===== src/rtl/mem_pkg.sv =====
// Shared memory-interface definitions: default bus widths, command-type
// constants, arbiter state encoding and a small index-width helper.
package mem_pkg;

    localparam int DEF_ADDR_W = 18;
    localparam int DEF_DATA_W = 32;

    localparam logic CMD_WRITE = 1'b1;
    localparam logic CMD_READ  = 1'b0;

    localparam logic [1:0] ST_IDLE_ENC    = 2'd0;
    localparam logic [1:0] ST_ISSUE_ENC   = 2'd1;
    localparam logic [1:0] ST_WAIT_ENC    = 2'd2;
    localparam logic [1:0] ST_RELEASE_ENC = 2'd3;

    typedef enum logic [1:0] {
        S_IDLE    = ST_IDLE_ENC,
        S_ISSUE   = ST_ISSUE_ENC,
        S_WAIT    = ST_WAIT_ENC,
        S_RELEASE = ST_RELEASE_ENC
    } arb_state_e;

    // Width of an index able to address n requesters (at least one bit).
    function automatic int idx_width(input int n);
        return (n > 1) ? $clog2(n) : 1;
    endfunction

endpackage


===== src/rtl/rr_pick.sv =====
// Round-robin winner selection: searches upward from last_i+1 with
// wrap-around and returns the first requesting index, one-hot and binary.
module rr_pick #(
    parameter int N     = 3,
    parameter int IDX_W = 2
) (
    input  logic [N-1:0]     req_i,
    input  logic [IDX_W-1:0] last_i,
    output logic [N-1:0]     onehot_o,
    output logic [IDX_W-1:0] idx_o
);

    logic found_s;
    int   cand_s;

    // Walk the N candidates starting after the previous owner; first hit wins.
    always_comb begin
        found_s  = 1'b0;
        onehot_o = '0;
        idx_o    = '0;
        cand_s   = 0;
        for (int k = 1; k <= N; k++) begin
            cand_s = (int'(last_i) + k) % N;
            if (!found_s && req_i[cand_s]) begin
                found_s          = 1'b1;
                onehot_o[cand_s] = 1'b1;
                idx_o            = cand_s[IDX_W-1:0];
            end else begin
                found_s = found_s;
            end
        end
    end

endmodule


===== src/rtl/mem_arbiter.sv =====
// Round-robin arbiter sharing one memory command port between N_REQ
// requesters. One transaction at a time: IDLE -> ISSUE -> WAIT -> RELEASE,
// with a WAIT timeout that completes the owner with zero data and an error.
module mem_arbiter
    import mem_pkg::*;
#(
    parameter int N_REQ          = 3,
    parameter int ADDR_W         = DEF_ADDR_W,
    parameter int DATA_W         = DEF_DATA_W,
    parameter int TIMEOUT_CYCLES = 1023
) (
    input  logic                      clk,
    input  logic                      rst_n,
    input  logic [N_REQ-1:0]          req_valid,
    input  logic [N_REQ-1:0]          req_wren,
    input  logic [N_REQ*ADDR_W-1:0]   req_addr,
    input  logic [N_REQ*DATA_W-1:0]   req_wdata,
    output logic [N_REQ-1:0]          req_grant,
    output logic [N_REQ-1:0]          req_done,
    output logic [DATA_W-1:0]         rd_data,
    output logic                      mem_cmd_valid,
    input  logic                      mem_cmd_ready,
    output logic                      mem_wren,
    output logic [ADDR_W-1:0]         mem_addr,
    output logic [DATA_W-1:0]         mem_wdata,
    input  logic                      mem_done,
    input  logic [DATA_W-1:0]         mem_rdata,
    output logic                      timeout_err,
    output logic                      err_sticky,
    output logic                      busy
);

    localparam int IDX_W = idx_width(N_REQ);
    localparam int CNT_W = $clog2(TIMEOUT_CYCLES + 1);
    localparam logic [IDX_W-1:0] LAST_RST  = IDX_W'(N_REQ - 1);
    localparam logic [CNT_W-1:0] CNT_LIMIT = CNT_W'(TIMEOUT_CYCLES - 1);

    arb_state_e          state_q;
    logic [N_REQ-1:0]    grant_q;
    logic [N_REQ-1:0]    done_q;
    logic [DATA_W-1:0]   rd_data_q;
    logic                cmd_valid_q;
    logic                wren_q;
    logic [ADDR_W-1:0]   addr_q;
    logic [DATA_W-1:0]   wdata_q;
    logic                tmo_q;
    logic                sticky_q;
    logic                busy_q;
    logic [CNT_W-1:0]    cnt_q;
    logic [CNT_W-1:0]    cnt_d;
    logic [IDX_W-1:0]    last_q;
    logic [IDX_W-1:0]    owner_q;

    logic [N_REQ-1:0]    pick_onehot_s;
    logic [IDX_W-1:0]    pick_idx_s;
    logic                sel_wren_s;
    logic [ADDR_W-1:0]   sel_addr_s;
    logic [DATA_W-1:0]   sel_wdata_s;

    rr_pick #(
        .N     (N_REQ),
        .IDX_W (IDX_W)
    ) u_rr_pick (
        .req_i    (req_valid),
        .last_i   (last_q),
        .onehot_o (pick_onehot_s),
        .idx_o    (pick_idx_s)
    );

    assign sel_wren_s  = req_wren[pick_idx_s];
    assign sel_addr_s  = req_addr[pick_idx_s*ADDR_W +: ADDR_W];
    assign sel_wdata_s = req_wdata[pick_idx_s*DATA_W +: DATA_W];
    assign cnt_d       = cnt_q + {{(CNT_W-1){1'b0}}, 1'b1};

    // Arbitration FSM with all outputs registered; pulses default low each cycle.
    always_ff @(posedge clk or negedge rst_n) begin
        if (!rst_n) begin
            state_q     <= S_IDLE;
            grant_q     <= '0;
            done_q      <= '0;
            rd_data_q   <= '0;
            cmd_valid_q <= 1'b0;
            wren_q      <= CMD_READ;
            addr_q      <= '0;
            wdata_q     <= '0;
            tmo_q       <= 1'b0;
            sticky_q    <= 1'b0;
            busy_q      <= 1'b0;
            cnt_q       <= '0;
            last_q      <= LAST_RST;
            owner_q     <= '0;
        end else begin
            done_q <= '0;
            tmo_q  <= 1'b0;
            case (state_q)
                S_IDLE: begin
                    if (|req_valid) begin
                        // Command fields are frozen here until the memory accepts.
                        grant_q     <= pick_onehot_s;
                        owner_q     <= pick_idx_s;
                        wren_q      <= sel_wren_s;
                        addr_q      <= sel_addr_s;
                        wdata_q     <= sel_wdata_s;
                        cmd_valid_q <= 1'b1;
                        busy_q      <= 1'b1;
                        state_q     <= S_ISSUE;
                    end else begin
                        grant_q <= '0;
                        busy_q  <= 1'b0;
                    end
                end
                S_ISSUE: begin
                    if (mem_cmd_ready) begin
                        cmd_valid_q <= 1'b0;
                        cnt_q       <= '0;
                        state_q     <= S_WAIT;
                    end else begin
                        cmd_valid_q <= 1'b1;
                    end
                end
                S_WAIT: begin
                    // mem_done is checked first so a completion on the
                    // timeout cycle still counts as a normal completion.
                    if (mem_done) begin
                        rd_data_q <= (wren_q == CMD_WRITE) ? wdata_q : mem_rdata;
                        done_q    <= grant_q;
                        last_q    <= owner_q;
                        grant_q   <= '0;
                        state_q   <= S_RELEASE;
                    end else if (cnt_q == CNT_LIMIT) begin
                        // Abort also advances the rotation so a dead
                        // requester cannot starve the others.
                        rd_data_q <= '0;
                        done_q    <= grant_q;
                        tmo_q     <= 1'b1;
                        sticky_q  <= 1'b1;
                        last_q    <= owner_q;
                        grant_q   <= '0;
                        state_q   <= S_RELEASE;
                    end else begin
                        cnt_q <= cnt_d;
                    end
                end
                S_RELEASE: begin
                    cnt_q   <= '0;
                    busy_q  <= 1'b0;
                    state_q <= S_IDLE;
                end
                default: begin
                    grant_q     <= '0;
                    cmd_valid_q <= 1'b0;
                    cnt_q       <= '0;
                    busy_q      <= 1'b0;
                    state_q     <= S_IDLE;
                end
            endcase
        end
    end

    assign req_grant     = grant_q;
    assign req_done      = done_q;
    assign rd_data       = rd_data_q;
    assign mem_cmd_valid = cmd_valid_q;
    assign mem_wren      = wren_q;
    assign mem_addr      = addr_q;
    assign mem_wdata     = wdata_q;
    assign timeout_err   = tmo_q;
    assign err_sticky    = sticky_q;
    assign busy          = busy_q;

endmodule


===== config.mk =====
export PLATFORM = sky130hd
export DESIGN_NAME = mem_arbiter
export DESIGN_NICKNAME = d
export VERILOG_FILES = /design/src/rtl/mem_pkg.sv /design/src/rtl/rr_pick.sv /design/src/rtl/mem_arbiter.sv
export SDC_FILE = /design/constraint.sdc
export NUM_CORES = 1
export LEC_CHECK = 0
export CAP_MARGIN = 20
export CORE_MARGIN = 2
export CORE_UTILIZATION = 46
export DETAILED_ROUTE_END_ITERATION = 8
export PLACE_DENSITY = 0.88
export SYNTH_ARGS = -nofsm -noshare
export SYNTH_HDL_FRONTEND = slang
export SYNTH_SLANG_ARGS = --single-unit
export TNS_END_PERCENT = 30

===== constraint.sdc =====
create_clock -name clk -period 4.3 [get_ports clk]
set_clock_uncertainty 0.05 [all_clocks]
set_input_delay 0.645 -clock clk [delete_from_list [all_inputs] [get_ports clk]]
set_output_delay 0.645 -clock clk [all_outputs]
set_load 0.01 [all_outputs]

==> results.md <==
* Number of cell rows at 42
* Clock transition at the registers of the reported paths at ~0.070 ns
* Starting Density at 0.470
* Synth cell count leaders: sky130_fd_sc_hd__dfrtp_1 (108), sky130_fd_sc_hd__nand2_1 (99), sky130_fd_sc_hd__mux2i_1 (85), sky130_fd_sc_hd__inv_1 (62), sky130_fd_sc_hd__o221ai_2 (50)
* Number of endpoints failing setup at the final stage at 0
* Clock sink count at between 100 and 150
* Number of clock buffers inserted by TritonCTS at 9
* Slowest CP cell: sky130_fd_sc_hd__clkdlybuf4s50_1
* Source-to-sink clock delay at the later pin of the worst-skew pair at around 0.34 ns
* Power per standard cell area at approximately 700 nW/um^2
* CTS tree: yes
* Distinct cell type count after synthesis at 55
* Grt total ovfl at 0
* Achievable Freq at ~330 MHz
* CORE AREA at between 10,000 and 15,000 um^2
* Number of antenna violations at the first check in global routing at 0
* Count of buffers from port buffering at about 280
* Buffer type at the clock tree root: sky130_fd_sc_hd__clkbuf_16
* Chain of cells forming the critical path: clkdlybuf4s50_1 -> nor3_1 -> nand2b_2 -> buf_4 -> nand3b_4 -> buf_12 -> o221ai_1
* CP delay by family, top: buffers and inverters
* Final hold violation count at 0
* Avg Inst Size Synth at roughly 11 um^2
* Sort of element at the end of the critical path: flip-flop
* Post-Synthesis Net Count at ~790
* Final Net Count at approximately 1,100
* Number of hold buffers added after CTS at 0
* DR vias at between 5,000 and 6,000
* Detailed-route wire length at approximately 20,000 um
* Remaining antenna violation count at 0
* Violation count after the first detailed-routing iteration at approximately 270
* Main area contributors after synthesis: sky130_fd_sc_hd__dfrtp_1 (43%), sky130_fd_sc_hd__mux2i_1 (14%), sky130_fd_sc_hd__o221ai_2 (12%)
* Maximum ir drop on the vdd rail at 0.000386 V
* Class of the most critical setup path: input port to flip-flop
* Fraction of final layout cells sized beyond drive strength 1 at 0.108
* Max_cap viols at 0
* Most used DFF post-synth: sky130_fd_sc_hd__dfrtp_1
* Total routing usage reported by global routing at 0.270
* Count of antenna diodes in the layout at 0
* Total power draw at 0.00662 W
* Avg Vias per Cell at 5.44
* First-pass GRT wire length at approximately 31,000 um
* Synthesized netlist cell count at between 500 and 600
* Start of the worst register-to-register path: last_q[0]
* Post-layout minimum cycle time at around 3 ns
* Routed len/inst at about 19 um
* Top-area cell type share of the netlist area at 0.434
* Worst Path Required at 4.43 ns
* Half-perimeter wire length after placement at ~15,000 um
* Synth warnings at 0
* Number of gates given a new drive strength after cts at 0
* Layout Area Growth over Synthesis at 51.2%
* Pin count of the biggest net entering global routing at a little under 80
* Worst setup SP type: input port
* Largest stage delay, worst path at roughly 0.60 ns
* Fraction of registers with async set or reset after synthesis at 1.00
* Count of flip-flops with a built-in enable after synthesis at 0
* Arrival time of data at the critical path endpoint at roughly 3.1 ns
* Number of cell instances on the worst register-to-register path at 7
* Number of slew-limit violations in the final report at 0
* Most numerous cell in the Yosys netlist: sky130_fd_sc_hd__dfrtp_1
* Most area-hungry cell type in the Yosys netlist: sky130_fd_sc_hd__dfrtp_1
* Die Footprint at 14,500 um^2
* Die extent in y at approximately 120 um
* Placement-stage cell area at about 9000 um^2
* Kind of path behind the tightest hold check: input port to asynchronous set/reset pin
* Number of ports placed on the die boundary at approximately 290
* RSZ-0062 raised after global routing: false
* Weighted congestion at the end of routability-driven global placement at 0.878
* Number of search-and-repair iterations in the first detailed-routing pass at 4
* Setup_tns at 0 ns
* Via count of the first global-routing pass at 5,919
* Sequential-to-total area share from yosys stat at 0.439
* Post-route DRC violation count at 0
* Number of storage elements in the synthesis netlist at about 110
* Reg2Reg Capture Point: mem_wdata[20]
* P_leak at ~4.2 nW
* Critical path fanouts, max at 30
* Final Cycle Share at 0.700
* Buffers from clock root to sink, at most at 2
* Die X-Extent at 120 um
* Outcome: finished, final reports clean
* Worst rel slew slack at 0.334
* Register-to-register path setup slack at around 1.5 ns
* Tightest Pin Transition at 1.00 ns
* Total non-filler cell area in the finished layout at 9410 um^2
* Number of buffers added for setup after CTS at 0
* Count of H-tree levels built during CTS at 3
* Post-Syn Area at 6220 um^2
* Buffering stage count on the worst path with inverters included at 3
==> worst max path at each step <==
stage / from / to / cells past startpoint
floorplan: last_q[1] / mem_addr[0] / 9
global placement: req_valid[0] / mem_addr[11] / 7
detailed placement: req_valid[0] / mem_addr[11] / 7
CTS: req_valid[0] / mem_addr[11] / 7
global route: req_valid[0] / mem_addr[11] / 7
finish: req_valid[2] / mem_addr[11] / 7
==> cells by family (layout without fill, tap and decap cells) <==
kind of cell | count (synthesis) | count (layout) | share of synthesized area
muxes | 89 | 89 | 0.146
DFF | 109 | 109 | 0.439
adders and majority gates | 10 | 10 | 0.0201
xor gates and xnor gates | 7 | 7 | 0.00985
buffers and inverters | 101 | 373 | 0.0867
and+or+nand+nor | 157 | 157 | 0.116
AOI/OAI and AO/OA | 113 | 113 | 0.183
==> report_power, final <==
part / leakage, nW / internal, W / switching [W] / total (W)
registers: 1.38 / 0.00148 / 0.000345 / 0.00182
clock network: 0.147 / 0.000473 / 0.000377 / 0.000851
logic: 2.73 / 0.00193 / 0.00202 / 0.00395
total: 4.25 / 0.00388 / 0.00274 / 0.00662
==> final cells by class <==
cell class	instances	area, um^2
sequential	109	2730
multi-input combinational	376	2990
inverter	63	236
timing repair buffer	294	2930
fill	948	3830
clock inverter	4	56.3
clock buffer	12	246
tap	176	220
==> through the flow <==
stage	worst slack, ns	cells	util	hold WS (ns)
2_1_floorplan	2.11	586	-	0.299
3_3_place_gp	1.05	1017	0.687	0.408
3_5_place_dp	0.919	1017	0.687	0.418
4_1_cts	1.30	1033	0.710	0.434
5_1_grt	1.14	1034	0.711	0.446
6_report	1.29	1034	0.711	0.414
==> worst register-to-register path, delay by kind of cell (launching register included) <==
kind,cells,cell delay (ns)
compound gates,4,1.43
buf+inv,1,0.08
fa+ha+maj,1,0.47
flops,1,0.39
simple gates,1,0.23
==> layout by cell type (no fill, tap or decap), types with 5 or more instances in the layout <==
cell	n
sky130_fd_sc_hd__buf_4	9
sky130_fd_sc_hd__clkbuf_16	9
sky130_fd_sc_hd__clkdlybuf4s50_1	283
sky130_fd_sc_hd__dfrtp_1	107
sky130_fd_sc_hd__ha_1	10
sky130_fd_sc_hd__inv_1	62
sky130_fd_sc_hd__mux2i_1	85
sky130_fd_sc_hd__nand2_1	99
sky130_fd_sc_hd__nand3_1	6
sky130_fd_sc_hd__nand4_1	6
sky130_fd_sc_hd__nor2_1	18
sky130_fd_sc_hd__o21ai_0	12
sky130_fd_sc_hd__o21ai_1	29
sky130_fd_sc_hd__o221ai_2	50
sky130_fd_sc_hd__xor2_1	5
==> state kept, by name (all words and copies together) (netlist names) <==
register / count
cnt_q: 10
mem_addr: 18
req_grant: 3
owner_q: 2
busy: 1
mem_cmd_valid: 1
mem_wdata: 32
req_done: 3
timeout_err: 1
last_q: 2
err_sticky: 1
mem_wren: 1
rd_data: 32
state_q: 2
==> metal layers <==
| metal | share of wire | global-route usage |
|---|---|---|
| met1 | 0.37 | 0.310 |
| met4 | 0.037 | 0.120 |
| met3 | 0.074 | 0.0509 |
| met2 | 0.52 | 0.487 |
| met5 | 0 | 0 |
Power figures use the tool's default switching activity.
